<file path="src/rtl/seg_scan_pkg.sv">
// Shared constants for the hex display scanner: active-low g..a patterns.
// Pure declarations; no latency, no backpressure.
package seg_scan_pkg;

  localparam logic [6:0] SEG_OFF   = 7'b1111111;

  localparam logic [6:0] SEG_HEX_0 = 7'b1000000;
  localparam logic [6:0] SEG_HEX_1 = 7'b1111001;
  localparam logic [6:0] SEG_HEX_2 = 7'b0100100;
  localparam logic [6:0] SEG_HEX_3 = 7'b0110000;
  localparam logic [6:0] SEG_HEX_4 = 7'b0011001;
  localparam logic [6:0] SEG_HEX_5 = 7'b0010010;
  localparam logic [6:0] SEG_HEX_6 = 7'b0000010;
  localparam logic [6:0] SEG_HEX_7 = 7'b1111000;
  localparam logic [6:0] SEG_HEX_8 = 7'b0000000;
  localparam logic [6:0] SEG_HEX_9 = 7'b0010000;
  localparam logic [6:0] SEG_HEX_A = 7'b0001000;
  localparam logic [6:0] SEG_HEX_B = 7'b0000011;
  localparam logic [6:0] SEG_HEX_C = 7'b1000110;
  localparam logic [6:0] SEG_HEX_D = 7'b0100001;
  localparam logic [6:0] SEG_HEX_E = 7'b0000110;
  localparam logic [6:0] SEG_HEX_F = 7'b0001110;

endpackage

</file>
<file path="src/rtl/seg_scan_decode.sv">
// Nibble to active-low seven-segment (g..a) decoder.
// Combinational, zero latency; no backpressure.
module seg7_decode
  import seg_scan_pkg::*;
(
  input  logic [3:0] nib,
  output logic [6:0] seg
);

  always_comb begin
    seg = SEG_OFF;
    case (nib)
      4'h0: seg = SEG_HEX_0;
      4'h1: seg = SEG_HEX_1;
      4'h2: seg = SEG_HEX_2;
      4'h3: seg = SEG_HEX_3;
      4'h4: seg = SEG_HEX_4;
      4'h5: seg = SEG_HEX_5;
      4'h6: seg = SEG_HEX_6;
      4'h7: seg = SEG_HEX_7;
      4'h8: seg = SEG_HEX_8;
      4'h9: seg = SEG_HEX_9;
      4'hA: seg = SEG_HEX_A;
      4'hB: seg = SEG_HEX_B;
      4'hC: seg = SEG_HEX_C;
      4'hD: seg = SEG_HEX_D;
      4'hE: seg = SEG_HEX_E;
      4'hF: seg = SEG_HEX_F;
      default: seg = SEG_OFF;
    endcase
  end

endmodule

</file>
<file path="src/rtl/seg_scan.sv">
// Multiplexed hex display scanner with shadow registers, blanking and leading-zero suppression.
// Outputs registered, 1 cycle behind index/shadow; free-running scan, no backpressure.
module seg_scan
  import seg_scan_pkg::*;
#(
  parameter int NDIGITS = 8,
  parameter int CLK_DIV = 1000
) (
  input  logic                   clk,
  input  logic                   rst,
  input  logic [4*NDIGITS-1:0]   data,
  input  logic                   load,
  input  logic [NDIGITS-1:0]     dp,
  input  logic [NDIGITS-1:0]     blank,
  input  logic                   lzs,
  output logic [NDIGITS-1:0]     an,
  output logic [6:0]             seg,
  output logic                   dp_n
);

  localparam int DW = $clog2(CLK_DIV);
  localparam int IW = (NDIGITS > 1) ? $clog2(NDIGITS) : 1;
  localparam logic [DW-1:0] DIV_LAST = DW'(CLK_DIV - 1);
  localparam logic [IW-1:0] IDX_LAST = IW'(NDIGITS - 1);

  logic [DW-1:0]          div;
  logic [IW-1:0]          idx;
  logic [4*NDIGITS-1:0]   sh_data;
  logic [NDIGITS-1:0]     sh_dp;
  logic [NDIGITS-1:0]     sh_blank;
  logic                   sh_lzs;

  logic [NDIGITS-1:0]     supp;
  logic                   zero_run;
  logic                   visible;
  logic [3:0]             nib;
  logic [6:0]             dec_seg;
  logic [NDIGITS-1:0]     an_nxt;

  always_ff @(posedge clk) begin
    if (rst) begin
      div <= '0;
      idx <= '0;
    end else if (div == DIV_LAST) begin
      div <= '0;
      idx <= (idx == IDX_LAST) ? '0 : idx + 1'b1;
    end else begin
      div <= div + 1'b1;
    end
  end

  always_ff @(posedge clk) begin
    if (rst) begin
      sh_data  <= '0;
      sh_dp    <= '0;
      sh_blank <= '1;
      sh_lzs   <= 1'b0;
    end else if (load) begin
      sh_data  <= data;
      sh_dp    <= dp;
      sh_blank <= blank;
      sh_lzs   <= lzs;
    end
  end

  // Walk down from the top digit; a digit is a leading zero while every digit
  // from the top down to it is zero. Digit 0 and dp-marked digits always show.
  always_comb begin
    zero_run = 1'b1;
    supp     = '0;
    for (int i = NDIGITS - 1; i >= 0; i--) begin
      zero_run = zero_run && (sh_data[4*i +: 4] == 4'h0);
      supp[i]  = sh_lzs && (i != 0) && zero_run && !sh_dp[i];
    end
  end

  assign nib     = sh_data[{idx, 2'b00} +: 4];
  assign visible = !sh_blank[idx] && !supp[idx];

  seg7_decode u_dec (
    .nib (nib),
    .seg (dec_seg)
  );

  always_comb begin
    an_nxt = '1;
    for (int i = 0; i < NDIGITS; i++) begin
      an_nxt[i] = !(visible && (idx == IW'(i)));
    end
  end

  always_ff @(posedge clk) begin
    if (rst) begin
      an   <= '1;
      seg  <= SEG_OFF;
      dp_n <= 1'b1;
    end else begin
      an   <= an_nxt;
      seg  <= visible ? dec_seg : SEG_OFF;
      dp_n <= !(visible && sh_dp[idx]);
    end
  end

endmodule

</file>
<file path="config.mk">
export PLATFORM = sky130hd
export DESIGN_NAME = seg_scan
export DESIGN_NICKNAME = d
export VERILOG_FILES = /design/src/rtl/seg_scan_pkg.sv /design/src/rtl/seg_scan_decode.sv /design/src/rtl/seg_scan.sv
export SDC_FILE = /design/constraint.sdc
export NUM_CORES = 1
export LEC_CHECK = 0
export BUFFER_PORTS_ARGS = -buffer_cell sky130_fd_sc_hd__buf_2
export CAP_MARGIN = 10
export CELL_PAD_IN_SITES_DETAIL_PLACEMENT = 0
export CELL_PAD_IN_SITES_GLOBAL_PLACEMENT = 1
export CORE_ASPECT_RATIO = 1.1
export CORE_MARGIN = 4
export CORE_UTILIZATION = 46
export DETAILED_ROUTE_END_ITERATION = 7
export GPL_TIMING_DRIVEN = 0
export PLACE_DENSITY = 0.82
export SLEW_MARGIN = 20
export SYNTH_ARGS = -nofsm -noshare
export SYNTH_HDL_FRONTEND = slang
export SYNTH_SLANG_ARGS = --single-unit
export TNS_END_PERCENT = 5
</file>
<file path="constraint.sdc">
create_clock -name clk -period 5.82 [get_ports clk]
set_clock_uncertainty 0.15 [all_clocks]
set_input_delay 0.873 -clock clk [delete_from_list [all_inputs] [get_ports clk]]
set_output_delay 0.873 -clock clk [all_outputs]
set_load 0.03 [all_outputs]
</file>
Yosys cells after proc, flatten, opt, wreduce, memory -nomap -nowiden
Memories as Yosys holds them, arrays and structs flattened. A register that Yosys moved wholly into a read port is not among the register bits.
Cells that the tools add are included.
W data, S select, Z words.
Operators by class
  $add $sub $neg: 2
  order comparisons: 1
  eq/ne operators: 8
  shift-type cells: 1
  mux-type cells: 7
  bitwise logic cells: 1
  reduce and logical (&&, ||, !) cells: 58
Operator list (count)
  $shiftx A32 B6 Y4: 1
  $logic_and A1 B1 Y1: 30
  $logic_not A4 Y1: 7
  $logic_not A1 Y1: 18
  $eq A3 B3 Y1 const B: 4
  $add A10 B1 Y10 const B: 1
  $eq A10 B10 Y1 const B: 1
  $bmux W1 S3: 3
  $eq A3 B2 Y1 const B: 2
  $lt A3 B4 Y1 const B: 1
  $reduce_or A2 Y1: 2
  $add A3 B1 Y3 const B: 1
  $eq A3 B1 Y1 const B: 1
  $logic_not A3 Y1: 1
  $mux W1: 3
  $mux W3: 1
  $not A1 Y1: 1
Storage, ports and cells
  register bits: 71
  ROM bits: 112
  input bits: 52
  output and inout bits: 16
  word-level logic and storage cells: 87
  memories: 1
Memory list
  (name not given): depth 16, width 7, read ports 1, clocked after Yosys merged registers in 1, write ports 0, RTL line seg_scan_decode.sv:12  | case (nib)

Depth between registers and ports, before layout
  word-level depth: 15
  mapped depth: 10
  depth with buffers taken out: 8

Modules after synthesis
From an unflattened synthesis, not the netlist that was laid out.
Unflattened totals
  cell total of the unflattened synthesis: 366
  area, all modules: 3702.3 um^2
By module, submodules not included
  seg_scan: times used 1, cells an instance 334, area an instance 3427.0 um^2, seq. area each 1561.5 um^2
  seg7_decode: times used 1, cells an instance 32, area an instance 275.3 um^2, seq. area each 0.0 um^2

Worst setup path after synthesis
OpenSTA, ideal clock, no wires.
  kind: flip-flop to flip-flop
  start point: register idx[0]
  end point: register seg[3]
  data arrival time: 2166 ps
  setup slack: 3373 ps
  stages on the path, launching flop included: 9
  clock period less this slack: 2447 ps
  cell sequence: dfxtp_1 -> buf_6 -> mux4_1 -> mux2i_1 -> inv_1 -> ha_1 -> mux2_2 -> mux2i_1 -> nand2_1
On the way
  word-level cells in the longest chain between the ends: 6
  elaborated cells between the ends (all ways): 10
RTL lines
  from (decl): RTL line seg_scan.sv:27  | logic [IW-1:0] idx;
  from (signal assigned): RTL line seg_scan.sv:46  | idx <= (idx == IDX_LAST) ? '0 : idx + 1'b1;
  $bmux W1 S3: RTL line seg_scan.sv:78  | assign visible = !sh_blank[idx] && !supp[idx];
  $mux W1 (implied by the code): RTL line seg_scan.sv:78
  $logic_not A1 Y1: RTL line seg_scan.sv:78
  $logic_and A1 B1 Y1: RTL line seg_scan.sv:78
  $not A1 Y1 (no line)
  $reduce_or A2 Y1 (no line)
  to (decl): RTL line seg_scan.sv:17  | output logic [6:0] seg,
Several ways; a longest one is shown, not always the timed one. The select of a mux whose other input is x is not followed.
A chain may end at the register's enable or synchronous reset.

Worst setup path after layout
  start point: register idx[1]
  end point: register seg[3]
Same word-level chain as after synthesis.

==> summary.txt <==
Run status
  • Status: complete, no violations

Synthesis
  • Mean area per synthesized cell: 10.27 um^2
  • Number of distinct library cells after synthesis: 40
  • Synth warnings: 0
  • Area leader, netlist: dfxtp_1
  • Syn_nets: 405
  • Post-Syn Area: around 3500 um^2
  • Yosys top cell area share: 44.70%
  • Sequential fraction of the synthesis area: between 40% and 50%
  • Synthesized flop and latch total: 78
  • Synth Flop Type: dfxtp_1
  • Cells after synthesis: 340
  • Main area contributors after synthesis: dfxtp_1 45%, mux2i_1 13%, nor2_1 6.8%
  • Number of flops mapped to enable cells by yosys: 0
  • FFs w/ async S/R, synth: 0%

Floorplan
  • Die W: slightly above 90 um
  • Die Ht: 99.40 um
  • Rows: 33
  • Io pins: 68
  • Core Area: 7432 um^2
  • Starting Density: a little under half
  • DIE AREA: 9054 um^2

GRT
  • First-pass GRT wire length: 12.41 mm
  • Antenna violations before repair: 0
  • GRT overflow: 0
  • Vias in the first global route: 2609
  • Total Routing Usage GR: 17.37%
  • Largest net degree at the start of global routing: 14

Layout
  • Nets: 483
  • Post-route cell area: 4160 um^2
  • Area occupied by multi-input gates: 1822 um^2
  • Diode count: 0
  • Layout cells sized above 1: 24.11%
  • Area Overhead vs Synth: 19.09%
  • # fillers: 667
  • Flip-flop and latch area: 1562 um^2

Critical path
  • Worst EP required: 5890 ps
  • CP max FO: 10
  • Worst setup SP type: flip-flop
  • Reg2reg setup slack: 3020 ps
  • Setup crit end kind: flip-flop
  • Worst EP arrival: around 2900 ps
  • Critical path class: flip-flop to flip-flop
  • Worst-case reg-to-reg path depth: 9

Timing
  • Slew Viols, Final: 0
  • Fin. Hold Viols: 0
  • Max Fclk: 0.3568 GHz
  • Worst Max-Slew Pin Slew: 735.6 ps
  • Fin Setup TNS: 0 ps
  • Final setup violation count: 0
  • Final min period: 2802 ps
  • RSZ-0062 raised after global routing: no
  • Slew margin rel.: roughly half
  • Worst hold slack: between 200 and 300 ps
  • Final Cycle Share: between 40% and 50%

Detailed routing
  • Initial DRC count: 103
  • Avg WL per Cell: 14.74 um
  • Post-route ant nets: 0
  • Via count: 2647
  • Drt drc: 0
  • Post-DR vias/cell: roughly 5.2
  • DRT Wirelength: ~7.5 mm
  • First-pass DRT Iterations: 4

Flow run
  • Max cap viols: 0

Placed design
  • RD Place Congestion: 0.8423
  • I/O Buffers: 67
  • DP HPWL: 5.715 mm
  • Placed Instance Area: between 3000 and 4000 um^2

Clocking
  • TritonCTS Buffers: 9
  • Clock tree sinks: a little under 80
  • CTS max path bufs: 2
  • Post-CTS setup buffers: 0
  • Clock Pin Slew Worst Setup and Hold Paths: 80 ps
  • Cts hold-fix bufs: 0
  • Clock Latency Late Sink: 350 ps
  • Clk root buf: clkbuf_8
  • TritonCTS clock tree: done
  • Post-cts sizing count: 0
  • H-tree Lvls: 3

Min path
  • Hold Path Class: flip-flop to flip-flop
  • Hold path depth: 1

Power
  • PD cells: 275.1 nW/um^2
  • Pwr Total: about 1.1 mW
  • Leak pwr: around 1.8 nW
  • Peak VDD IR: 0.1419 mV
[per-stage QoR]
step | util [%] | worst slack [ps] | std cells
6_report | 55.98 | 3018 | 510
5_1_grt | 55.98 | 2742 | 510
4_1_cts | 55.98 | 2986 | 510
3_5_place_dp | 52.98 | 3003 | 494
3_3_place_gp | 52.98 | 3021 | 494
2_1_floorplan | - | 3373 | 340
[worst paths after layout]
kind | to | from
setup / recovery | seg[3]$_SDFF_PP1_ | idx[1]$_SDFFE_PP0P_
hold / removal | div[0]$_SDFF_PP0_ | div[0]$_SDFF_PP0_
setup reg to reg | seg[3]$_SDFF_PP1_ | idx[1]$_SDFFE_PP0P_
hold reg to reg | div[0]$_SDFF_PP0_ | div[0]$_SDFF_PP0_
[synth_stat cells (2+ instances only)]
master / number
dfxtp_1: 78
nor2_1: 63
mux2i_1: 45
nand2_1: 18
ha_1: 13
nor2b_1: 10
a211o_1: 8
clkbuf_1: 8
inv_1: 8
nand3_1: 8
mux4_2: 7
nor3_1: 6
nor4_1: 6
o21ai_0: 6
mux4_1: 5
o211ai_1: 5
a21oi_1: 4
buf_1: 4
buf_2: 4
xnor2_1: 4
nand4_1: 3
xor2_1: 3
and2_1: 2
and3_1: 2
mux2_2: 2
mux2i_4: 2
nor3b_1: 2
or3_1: 2
[sequential cells by signal, indices dropped and copies added (netlist names)]
signal and cells:
div 10, sh_blank 8, sh_data 32, seg 7, an 8, sh_dp 8
sh_lzs 1, dp_n 1, idx 3
[critical path: stages, from the launching register on]
cell	delay [ps]
dfxtp_1	360
buf_2	300
buf_2	290
mux4_1	340
mux2i_1	430
inv_1	130
ha_1	240
mux2_2	260
mux2i_1	120
nand2_1	60
[placed cells by master (no fill, tap or decap), types with 2 or more instances in the layout]
cell type / count
and2_1: 2
o211ai_1: 5
and3_1: 2
or3_1: 2
a21oi_1: 4
bufinv_16: 2
inv_1: 8
nand3_1: 8
nand2_1: 18
mux2i_4: 2
xnor2_1: 4
nor2b_1: 10
nor4_1: 6
nor3_1: 6
mux4_1: 5
xor2_1: 3
clkbuf_1: 9
nand4_1: 3
mux2i_1: 45
clkbuf_8: 10
ha_1: 13
mux2_2: 2
dfxtp_1: 78
nor3b_1: 2
o21ai_0: 6
buf_1: 4
buf_2: 71
a211o_1: 8
nor2_1: 63
mux4_2: 7
[metal layers]
layer  global-route usage, %  up-vias  routed length [um]
li1                        -     1346                   -
met1                   22.28     1229                3502
met2                   28.43       64                3507
met3                   3.631        8                 402
met4                   7.541        0                 107
met5                       0        -                   0
[cells by family after synthesis]
| logic type | Yosys count | synth area share, % |
|---|---|---|
| DFF | 78 | 44.70 |
| buffers and inverters | 26 | 3.152 |
| adders and majority gates | 13 | 4.656 |
| muxes | 62 | 23.53 |
| xor gates and xnor gates | 7 | 1.755 |
| and+or+nand+nor | 126 | 16.51 |
| AOI/OAI and AO/OA | 28 | 5.695 |
[area by class of cell]
class	count	area share [%]
Buffer	17	1.835
Multi-Input combinational cell	236	43.79
Inverter	9	0.8120
Timing Repair Buffer	67	8.060
Sequential cell	78	37.53
Tap cell	87	2.617
Clock inverter	5	1.955
Clock buffer	11	3.399
[report_power, final]
| group | internal, mW | total (mW) | switching (mW) |
|---|---|---|---|
| clock | 0.254 | 0.452 | 0.198 |
| sequential | 0.559 | 0.575 | 0.0162 |
| combinational | 0.0572 | 0.118 | 0.0606 |
| total | 0.870 | 1.14 | 0.275 |
Power figures use the tool's default switching activity.
